===== src/rtl/lsu_pkg.sv =====
// lsu_pkg: shared FSM state encoding, RV32I funct3 constants and byte-enable helper for the load/store unit
package lsu_pkg;
  typedef enum logic [2:0] {IDLE, ACC0, ACC1, CAP, RESP} lsu_state_t;
  localparam logic [2:0] F3_B  = 3'b000;
  localparam logic [2:0] F3_H  = 3'b001;
  localparam logic [2:0] F3_W  = 3'b010;
  localparam logic [2:0] F3_BU = 3'b100;
  localparam logic [2:0] F3_HU = 3'b101;
  // Byte enables across two adjacent words; bits [7:4] are the lanes of the following word
  function automatic logic [7:0] be_gen(input logic [1:0] sz, input logic [1:0] off);
    return (sz == 2'd0 ? 8'h01 : sz == 2'd1 ? 8'h03 : 8'h0F) << off;
  endfunction
endpackage


===== src/rtl/lsu_load_format.sv =====
// lsu_load_format: selects the addressed byte/half/word from merged load data and sign/zero-extends it
module lsu_load_format
  import lsu_pkg::*;
(
  input  logic [63:0] data,
  input  logic [1:0]  off,
  input  logic [2:0]  f3,
  output logic [31:0] dout
);
  logic [31:0] sel;
  // Shift the addressed byte to lane 0, then extend according to funct3
  always_comb begin
    sel = 32'(data >> {off, 3'b000});
    dout = f3 == F3_B  ? {{24{sel[7]}}, sel[7:0]} :
           f3 == F3_H  ? {{16{sel[15]}}, sel[15:0]} :
           f3 == F3_W  ? sel :
           f3 == F3_BU ? {24'h0, sel[7:0]} :
           f3 == F3_HU ? {16'h0, sel[15:0]} : 32'h0;
  end
endmodule


===== src/rtl/lsu_mem_stage.sv =====
// lsu_mem_stage: RV32I load/store unit for a 4-lane word-indexed data memory; define LSU_MISALIGN_SPLIT_EN to split misaligned accesses
module lsu_mem_stage
  import lsu_pkg::*;
#(
  parameter int DEPTH_WORDS = 512,
  parameter int IDX_W = $clog2(DEPTH_WORDS)
) (
  input  logic             clk,
  input  logic             rst,
  input  logic             req_valid,
  output logic             req_ready,
  input  logic             req_store,
  input  logic [2:0]       req_funct3,
  input  logic [31:0]      req_addr,
  input  logic [31:0]      req_wdata,
  input  logic [4:0]       req_rd,
  output logic             mem_re,
  output logic             mem_we,
  output logic [3:0]       mem_be,
  output logic [IDX_W-1:0] mem_idx,
  output logic [31:0]      mem_wdata,
  input  logic [31:0]      mem_rdata,
  output logic             rsp_valid,
  input  logic             rsp_ready,
  output logic [31:0]      rsp_data,
  output logic [4:0]       rsp_rd,
  output logic             rsp_err
);
  lsu_state_t state_q, state_d;
  logic store_q, store_d, rsp_err_q, rsp_err_d;
  logic [2:0] f3_q, f3_d, sz_m1;
  logic [1:0] off_q, off_d;
  logic [IDX_W-1:0] idx_q, idx_d, lane_idx;
  logic [31:0] wdata_q, wdata_d, rsp_data_q, rsp_data_d, fmt, lane_wd;
  logic [4:0] rsp_rd_q, rsp_rd_d;
  logic [32:0] last;
  logic [3:0] lane_be;
  logic [63:0] merged;
  logic bad_f3, oor, acc_err, acc, hi_sel;
`ifdef LSU_MISALIGN_SPLIT_EN
  logic split_q, split_d, cross;
  logic [31:0] lo_q, lo_d;
  logic [63:0] wsh;
  logic [7:0] be8;
`endif
  // Decode size, funct3 legality and whether the last byte touched lies past the memory
  always_comb begin
    sz_m1 = req_funct3[1:0] == 2'd0 ? 3'd0 : req_funct3[1:0] == 2'd1 ? 3'd1 : 3'd3;
    bad_f3 = req_store ? req_funct3 > F3_W : (req_funct3 == 3'b011 || req_funct3[2:1] == 2'b11);
    last = {1'b0, req_addr} + {30'd0, sz_m1};
    oor = last >= 33'(4 * DEPTH_WORDS);
`ifdef LSU_MISALIGN_SPLIT_EN
    cross = {1'b0, req_addr[1:0]} + sz_m1 > 3'd3;
    acc_err = bad_f3 || oor;
`else
    acc_err = bad_f3 || oor || (req_addr[1:0] & sz_m1[1:0]) != 2'd0;
`endif
  end
`ifdef LSU_MISALIGN_SPLIT_EN
  assign wsh = {32'h0, wdata_q} << {off_q, 3'b000};
  assign be8 = be_gen(f3_q[1:0], off_q);
  assign hi_sel = state_q == ACC1;
  assign lane_be = hi_sel ? be8[7:4] : be8[3:0];
  assign lane_wd = hi_sel ? wsh[63:32] : wsh[31:0];
  assign lane_idx = idx_q + IDX_W'(hi_sel);
  assign merged = split_q ? {mem_rdata, lo_q} : {32'h0, mem_rdata};
`else
  assign hi_sel = 1'b0;
  assign lane_be = 4'(be_gen(f3_q[1:0], off_q));
  assign lane_wd = wdata_q << {off_q, 3'b000};
  assign lane_idx = idx_q;
  assign merged = {32'h0, mem_rdata};
`endif
  lsu_load_format u_fmt (
    .data(merged),
    .off (off_q),
    .f3  (f3_q),
    .dout(fmt)
  );
  // Next state and request/response register updates
  always_comb begin
    state_d = state_q;
    store_d = store_q;
    f3_d = f3_q;
    off_d = off_q;
    idx_d = idx_q;
    wdata_d = wdata_q;
    rsp_data_d = rsp_data_q;
    rsp_rd_d = rsp_rd_q;
    rsp_err_d = rsp_err_q;
`ifdef LSU_MISALIGN_SPLIT_EN
    split_d = split_q;
    lo_d = lo_q;
`endif
    case (state_q)
      IDLE: if (req_valid) begin
        state_d = acc_err ? RESP : ACC0;
        store_d = req_store;
        f3_d = req_funct3;
        off_d = req_addr[1:0];
        idx_d = req_addr[IDX_W+1:2];
        wdata_d = req_wdata;
        rsp_rd_d = req_rd;
        rsp_err_d = acc_err;
        rsp_data_d = '0;
`ifdef LSU_MISALIGN_SPLIT_EN
        split_d = cross;
`endif
      end
`ifdef LSU_MISALIGN_SPLIT_EN
      ACC0: state_d = split_q ? ACC1 : store_q ? RESP : CAP;
      ACC1: begin
        state_d = store_q ? RESP : CAP;
        lo_d = mem_rdata;
      end
`else
      ACC0: state_d = store_q ? RESP : CAP;
`endif
      CAP: begin
        state_d = RESP;
        rsp_data_d = fmt;
      end
      RESP: state_d = rsp_ready ? IDLE : RESP;
      default: state_d = IDLE;
    endcase
  end
  // Registers; reset discards any in-flight access
  always_ff @(posedge clk) begin
    if (rst) begin
      state_q <= IDLE;
      store_q <= 1'b0;
      f3_q <= '0;
      off_q <= '0;
      idx_q <= '0;
      wdata_q <= '0;
      rsp_data_q <= '0;
      rsp_rd_q <= '0;
      rsp_err_q <= 1'b0;
`ifdef LSU_MISALIGN_SPLIT_EN
      split_q <= 1'b0;
      lo_q <= '0;
`endif
    end else begin
      state_q <= state_d;
      store_q <= store_d;
      f3_q <= f3_d;
      off_q <= off_d;
      idx_q <= idx_d;
      wdata_q <= wdata_d;
      rsp_data_q <= rsp_data_d;
      rsp_rd_q <= rsp_rd_d;
      rsp_err_q <= rsp_err_d;
`ifdef LSU_MISALIGN_SPLIT_EN
      split_q <= split_d;
      lo_q <= lo_d;
`endif
    end
  end
  assign acc = !rst && (state_q == ACC0 || hi_sel);
  assign req_ready = !rst && state_q == IDLE;
  assign mem_re = acc && !store_q;
  assign mem_we = acc && store_q;
  assign mem_be = acc ? lane_be : '0;
  assign mem_idx = acc ? lane_idx : '0;
  assign mem_wdata = mem_we ? lane_wd : '0;
  assign rsp_valid = !rst && state_q == RESP;
  assign rsp_data = rst ? '0 : rsp_data_q;
  assign rsp_rd = rst ? '0 : rsp_rd_q;
  assign rsp_err = !rst && rsp_err_q;
endmodule

===== config.mk =====
export PLATFORM = sky130hd
export DESIGN_NAME = lsu_mem_stage
export DESIGN_NICKNAME = d
export VERILOG_FILES = /design/src/rtl/lsu_pkg.sv /design/src/rtl/lsu_load_format.sv /design/src/rtl/lsu_mem_stage.sv
export SDC_FILE = /design/constraint.sdc
export NUM_CORES = 1
export LEC_CHECK = 0
export ABC_CLOCK_PERIOD_IN_PS = 4200
export BUFFER_PORTS_ARGS = -buffer_cell sky130_fd_sc_hd__buf_2
export CAP_MARGIN = 20
export CORE_MARGIN = 1.5
export CORE_UTILIZATION = 25
export DETAILED_ROUTE_END_ITERATION = 6
export HOLD_SLACK_MARGIN = 0.05
export PLACE_DENSITY = 0.54
export SLEW_MARGIN = 20
export SYNTH_ARGS = -nofsm -noshare
export SYNTH_HDL_FRONTEND = slang
export SYNTH_HIERARCHICAL = 1
export SYNTH_SLANG_ARGS = --single-unit

===== constraint.sdc =====
create_clock -name clk -period 4.2 [get_ports clk]
set_input_delay 0.63 -clock clk [delete_from_list [all_inputs] [get_ports clk]]
set_output_delay 0.63 -clock clk [all_outputs]
set_load 0.02 [all_outputs]

Word-level counts from Yosys, hierarchy flattened
Index checks and enable logic that the tools add are counted.
Storage, ports and cells
  flip-flop bits (word level): 88
  input port bits: 109
  output and inout port bits: 87
  logic and storage cells: 69
Operators by class
  add/sub/neg operators: 1
  order comparisons: 2
  equality and inequality tests: 12
  shift-type cells: 3
  muxes and demuxes: 22
  bitwise gates (word level): 1
  reductions and logical operators: 19
Operators with widths (count)
  $mux W32: 7
  $pmux W32 S2: 1
  $add A32 B2 Y33: 1
  $ge A33 B12 Y1 const B: 1
  $shl A32 B5 Y32: 1
  $shr A32 B5 Y32: 1
  $mux W16: 1
  $mux W3: 4
  $mux W4: 3
  $pmux W3 S4: 1
  $eq A3 B2 Y1 const B: 3
  $eq A3 B3 Y1 const B: 3
  $mux W9: 1
  $eq A3 B1 Y1 const B: 2
  $logic_and A1 B1 Y1: 6
  $logic_not A3 Y1: 2
  $mux W5: 1
  $eq A2 B1 Y1 const B: 2
  $logic_not A2 Y1: 2
  $mux W2: 2
  $reduce_and A2 Y1: 2
  $reduce_bool A2 Y1: 2
  $shl A4 B2 Y4: 1
  $gt A3 B2 Y1 const B: 1
  other kinds (6): 9

Logic depth before layout (Yosys ltp)
  depth after elaboration: 10
  depth in mapped cells: 10
  mapped depth without buffers: 10

By module
Netlist, hierarchy kept.
By module, submodules not included
  lsu_mem_stage: instances 1, cells an instance 643, area an instance 4653.2 um2, seq. area each 1761.7 um2
  lsu_load_format: instances 1, cells an instance 108, area an instance 1154.9 um2, seq. area each 0.0 um2

Worst setup path after synthesis
No wires, ideal clock.
  kind: in2reg
  start: in req_funct3[0]
  end: reg rsp_err_q
  setup time: 137 ps
  arrival: 2586 ps
  required time: 4063 ps
  path slack: 1476 ps
  cell stages on the path: 10
  buffers on the path: 0
  path through: or2_2 -> ha_1 -> fa_1 -> nand2_2 -> nor4_4 -> a211o_1 -> a32oi_1 -> nand3_2 -> nor4_4 -> a211oi_1
Between the ends
  longest elaborated chain between the ends: 7
  elaborated cells between the ends (all ways): 14
  those cells by class: add/sub: 1; order compare: 2; eq/ne: 2; mux: 3; bitwise: 1; reduce/logical: 5
Ends and longest elaborated chain
  from (decl): line lsu_mem_stage.sv:13  | input logic [2:0] req_funct3,
  $eq A2 B1 Y1: line lsu_mem_stage.sv:48  | sz_m1 = req_funct3[1:0] == 2'd0 ? 3'd0 : req_funct3[1:0] == 2'd1 ? 3'd1 : 3'd3;
  $mux W2 (2 in a row): line lsu_mem_stage.sv:48
  $add A32 B2 Y33: line lsu_mem_stage.sv:50  | last = {1'b0, req_addr} + {30'd0, sz_m1};
  $ge A33 B12 Y1: line lsu_mem_stage.sv:51  | oor = last >= 33'(4 * DEPTH_WORDS);
  $logic_or A1 B1 Y1: line lsu_mem_stage.sv:56  | acc_err = bad_f3 || oor || (req_addr[1:0] & sz_m1[1:0]) != 2'd0;
  $logic_or A1 B1 Y1 *: line lsu_mem_stage.sv:56
  to (signal assigned): line lsu_mem_stage.sv:152  | rsp_err_q <= rsp_err_d;
  to (decl): line lsu_mem_stage.sv:30  | logic store_q, store_d, rsp_err_q, rsp_err_d;
Every way passes the cells marked *; elsewhere a longest branch is shown, timed or not.
A chain may end at the register's enable or synchronous reset.

Worst setup path in the final report
  start: reg state_q[2]
  end: out mem_wdata[6]
Between the ends
  longest elaborated chain between the ends: 4
Ends and longest elaborated chain
  from (decl): line lsu_mem_stage.sv:29  | lsu_state_t state_q, state_d;
  from (signal assigned): line lsu_mem_stage.sv:144  | state_q <= state_d;
  $eq A3 B1 Y1: line lsu_mem_stage.sv:159  | assign acc = !rst && (state_q == ACC0 || hi_sel);
  $logic_and A1 B1 Y1: line lsu_mem_stage.sv:159
  $logic_and A1 B1 Y1: line lsu_mem_stage.sv:162  | assign mem_we = acc && store_q;
  $mux W32: line lsu_mem_stage.sv:165  | assign mem_wdata = mem_we ? lane_wd : '0;
  to (decl): line lsu_mem_stage.sv:21  | output logic [31:0] mem_wdata,
No other way between the ends.

==> flow_results.xml <==
<?xml version="1.0" encoding="UTF-8"?>
<metrics>
  <group name="cts">
    <metric name="cts_root_buffer" unit="">clkbuf_16</metric>
    <metric name="cts.reportedPaths.clkPinSlew" unit="ns">0.07</metric>
    <metric name="h-tree-depth" unit="">3</metric>
    <metric name="clock_path_buffers" unit="">2</metric>
    <metric name="tritoncts_clock_tree" unit="">done</metric>
    <metric name="clk-insertion-delay-late" unit="ns">0.36</metric>
    <metric name="cts_inserted_buffers" unit="">9</metric>
    <metric name="postCtsHoldBufs" unit="">0</metric>
    <metric name="cts_repair_resize_count" unit="">0</metric>
    <metric name="cts_num_sinks" unit="">88</metric>
    <metric name="postCtsSetupRepairBufs" unit="">0</metric>
  </group>
  <group name="drt">
    <metric name="antenna_violating_nets_post_route" unit="">0</metric>
    <metric name="route.vias.total" unit="">5797</metric>
    <metric name="finalWirelength" unit="mm">19.0</metric>
    <metric name="drt_pass1_iterations" unit="">4</metric>
    <metric name="vias_per_cell" unit="">4.64</metric>
    <metric name="remaining_drc_errors" unit="">0</metric>
    <metric name="drt-wirelength-per-cell" unit="µm">15.2</metric>
    <metric name="first_iteration_detailed_routing_drc_count" unit="">304</metric>
  </group>
  <group name="global_routing">
    <metric name="first_pass_grt_wire_length" unit="mm">29.6</metric>
    <metric name="grt_antenna_before_repair" unit="">1</metric>
    <metric name="grt_max_degree" unit="">72</metric>
    <metric name="grt.overflow.total" unit="">0</metric>
    <metric name="all_layer_global_routing_usage" unit="%">15.6</metric>
    <metric name="first_global_vias" unit="">5426</metric>
  </group>
  <group name="power_and_ir_drop">
    <metric name="design_power_total" unit="mW">2.18</metric>
    <metric name="power_switching_share" unit="%">32.0</metric>
    <metric name="seq_pwr_share" unit="%">42.1</metric>
    <metric name="share_comb_of_total_power" unit="%">19.6</metric>
    <metric name="internal_power_component" unit="mW">1.49</metric>
    <metric name="p_switching" unit="mW">0.699</metric>
    <metric name="cellPowerDensity" unit="nW/µm²">293</metric>
    <metric name="max-vdd-ir-drop" unit="µV">204</metric>
    <metric name="power.static_leakage" unit="nW">3.41</metric>
    <metric name="power_frac_clock" unit="%">38.2</metric>
  </group>
  <group name="synth">
    <metric name="yosys_warnings" unit="">6</metric>
    <metric name="most_used_flip_flop_cell_after_synthesis" unit="">dfxtp_1</metric>
    <metric name="count_of_flip_flops_with_a_built_in_enable_after_synthesis" unit="">0</metric>
    <metric name="cell_with_the_most_instances_after_synthesis" unit="">nand2_1</metric>
    <metric name="synth_largest_type_area_fraction" unit="%">30.3</metric>
    <metric name="synth_commonest_cells" unit="">nand2_1, dfxtp_1, a21oi_1</metric>
    <metric name="syn-instance-count" unit="">751</metric>
    <metric name="synth.avg_cell_area" unit="µm²">7.73</metric>
    <metric name="async_flop_share" unit="%">0</metric>
    <metric name="synthTopCellsByArea" unit="">dfxtp_1, mux4_2, nand2_1, a21oi_1, o21ai_0</metric>
    <metric name="seq_area_frac_synth" unit="%">30.3</metric>
    <metric name="syn-cell-area" unit="µm²">5810</metric>
    <metric name="synth.distinct_cells" unit="">59</metric>
    <metric name="post-synth-top-area-cell" unit="">dfxtp_1</metric>
    <metric name="synth-seq-cells" unit="">88</metric>
  </group>
  <group name="setup_path">
    <metric name="worstPathCellList" unit="">nand2b_2 &gt; or3_1 &gt; nor2_1 &gt; nand2_1 &gt; nor2_1 &gt; and2_1 &gt; buf_2</metric>
    <metric name="arrival" unit="ns">2.69</metric>
    <metric name="critPathMaxFanout" unit="">9</metric>
    <metric name="ff2ff_setup_slack" unit="ns">1.69</metric>
    <metric name="worst_reg2reg_path_length_in_cells" unit="">6</metric>
    <metric name="required_time_worst_endpoint" unit="ns">3.57</metric>
    <metric name="critPathCaptureType" unit="">primary output</metric>
    <metric name="slowest_cell_on_the_critical_path" unit="">nor2_1</metric>
    <metric name="crit_type" unit="">reg -&gt; out</metric>
    <metric name="critical_path.most_common_cell" unit="">nor2_1</metric>
    <metric name="critical_path.max_stage_delay" unit="ns">0.53</metric>
    <metric name="reg2reg_to" unit="">rsp_data_q[17]</metric>
    <metric name="crit_path_start_kind" unit="">flip-flop</metric>
    <metric name="reg2reg_from" unit="">off_q[0]</metric>
  </group>
  <group name="sta">
    <metric name="final.period_utilization" unit="%">79.1</metric>
    <metric name="final_critical_path_setup_slack" unit="ns">0.878</metric>
    <metric name="max_slew_margin" unit="%">32.1</metric>
    <metric name="minimum_clock_period" unit="ns">3.32</metric>
    <metric name="finalHoldViolCount" unit="">0</metric>
    <metric name="grt_setup_unrepaired" unit="">no</metric>
    <metric name="final.setup_skew" unit="ns">0.0100</metric>
    <metric name="final_count_of_negative_setup_slack_endpoints" unit="">0</metric>
    <metric name="worst_pin_slew" unit="ns">1.01</metric>
    <metric name="post_route_hold_slack" unit="ns">0.451</metric>
    <metric name="fmax" unit="GHz">0.301</metric>
    <metric name="slew_viol_final" unit="">0</metric>
    <metric name="finalSetupTns" unit="ns">0</metric>
  </group>
  <group name="place">
    <metric name="preCtsSetupSlack" unit="ns">1.08</metric>
    <metric name="routabilityCongestion" unit="">0.886</metric>
    <metric name="place.detailed.hpwl" unit="mm">14.2</metric>
    <metric name="port_buffers" unit="">195</metric>
  </group>
  <group name="min_path">
    <metric name="worstHoldPathType" unit="">reg -&gt; reg</metric>
    <metric name="min_to" unit="">wdata_q[25]</metric>
    <metric name="number_of_cells_on_the_worst_hold_path" unit="">2</metric>
    <metric name="origin_of_the_worst_min_delay_path" unit="">wdata_q[25]</metric>
  </group>
  <group name="floorplanning">
    <metric name="floorplan.die_area" unit="µm²">24200</metric>
    <metric name="dieHeight" unit="µm">155</metric>
    <metric name="die_w" unit="µm">155</metric>
    <metric name="coreArea" unit="µm²">22700</metric>
    <metric name="row_count" unit="">55</metric>
    <metric name="io_pins" unit="">196</metric>
    <metric name="initial_utilization" unit="%">25.6</metric>
  </group>
  <group name="finish">
    <metric name="syn2layout_area_growth" unit="%">28.3</metric>
    <metric name="final_core_util" unit="%">32.8</metric>
    <metric name="layout-drive-gt1-share" unit="%">28.1</metric>
    <metric name="nets" unit="">1070</metric>
  </group>
  <group name="status">
    <metric name="status" unit="">finished, final reports clean</metric>
  </group>
  <group name="job">
    <metric name="cap_violations" unit="">0</metric>
  </group>
</metrics>
==> stage by stage <==
stage / area (µm²) / instances
after global routing: 7450 / 1248
final: 7450 / 1249
after global placement: 7130 / 1231
after floorplan: 5980 / 798
after detailed placement: 7130 / 1231
after CTS: 7430 / 1247
==> per-layer routing <==
metal	global-route usage, %	routed length, µm	up-vias
li1	-	-	2938
met1	21.1	8850	2715
met3	2.90	874	19
met2	25.3	8940	125
met5	0	0	-
met4	4.31	278	0
==> power groups by stage <==
stage               sequential, mW  clock, mW  combinational (mW)
floorplan                    0.908          0               0.311
global placement             0.950          0               0.421
detailed placement           0.951          0               0.419
CTS                          0.931      0.858               0.420
global route                 0.928      0.889               0.478
finish                       0.921      0.835               0.429
==> flip-flops by register name (all words and copies together) (netlist names) <==
register    flops
rsp_data_q     32
wdata_q        32
idx_q           9
rsp_rd_q        5
f3_q            3
state_q         3
off_q           2
rsp_err_q       1
store_q         1
==> placed cells by master, fill, tap and decap left out, types with 8 or more instances in the layout <==
cell type,n
nor2b_1,40
nor2_1,44
mux4_2,32
clkbuf_16,9
nand4_1,8
a211oi_1,17
and2_1,18
o21ai_1,11
nand2_1,153
o21ai_0,51
mux2i_1,17
nor3_1,10
a21oi_1,67
nand3_1,13
dfxtp_1,86
conb_1,48
inv_1,45
nand2b_1,33
buf_2,194
==> final cells by class <==
| type | count | area [µm²] |
|---|---|---|
| fillers | 2506 | 15300 |
| multi-input cells | 612 | 3810 |
| flip-flops and latches | 88 | 1770 |
| repair buffers | 202 | 1040 |
| well taps | 285 | 357 |
| clock buffers | 9 | 225 |
| inverters | 45 | 169 |
| clock inverters | 7 | 81.3 |
| diodes | 1 | 2.50 |
==> worst max-delay path by stage <==
stage                  startpoint      endpoint  slack, ns  cells past startpoint
floorplan           req_funct3[0]     rsp_err_q       1.48                     10
global placement    req_funct3[1]     rsp_err_q       1.17                     11
detailed placement            rst  mem_wdata[6]       1.08                      7
CTS                    state_q[2]  mem_wdata[6]       0.87                      7
global route           state_q[2]  mem_wdata[6]       0.73                      7
finish                 state_q[2]  mem_wdata[6]       0.88                      7
==> critical path: cells and delay by family (launching register included) <==
kind	cells	cell delay [ns]
simple gates	6	1.82
flops	1	0.36
buf+inv	1	0.16
==> logic make-up (layout without fill, tap and decap cells) <==
group | after synthesis | after routing | share of synthesized area, %
fa+ha+maj | 3 | 3 | 0.775
compound gates | 165 | 165 | 16.1
xor+xnor | 2 | 2 | 0.302
mux | 49 | 49 | 15.3
buf+inv | 98 | 263 | 7.32
flops | 88 | 88 | 30.3
simple gates | 345 | 345 | 29.7
other cells | 1 | 49 | 0.0646
Note: power is estimated with default switching activity, not from simulation.
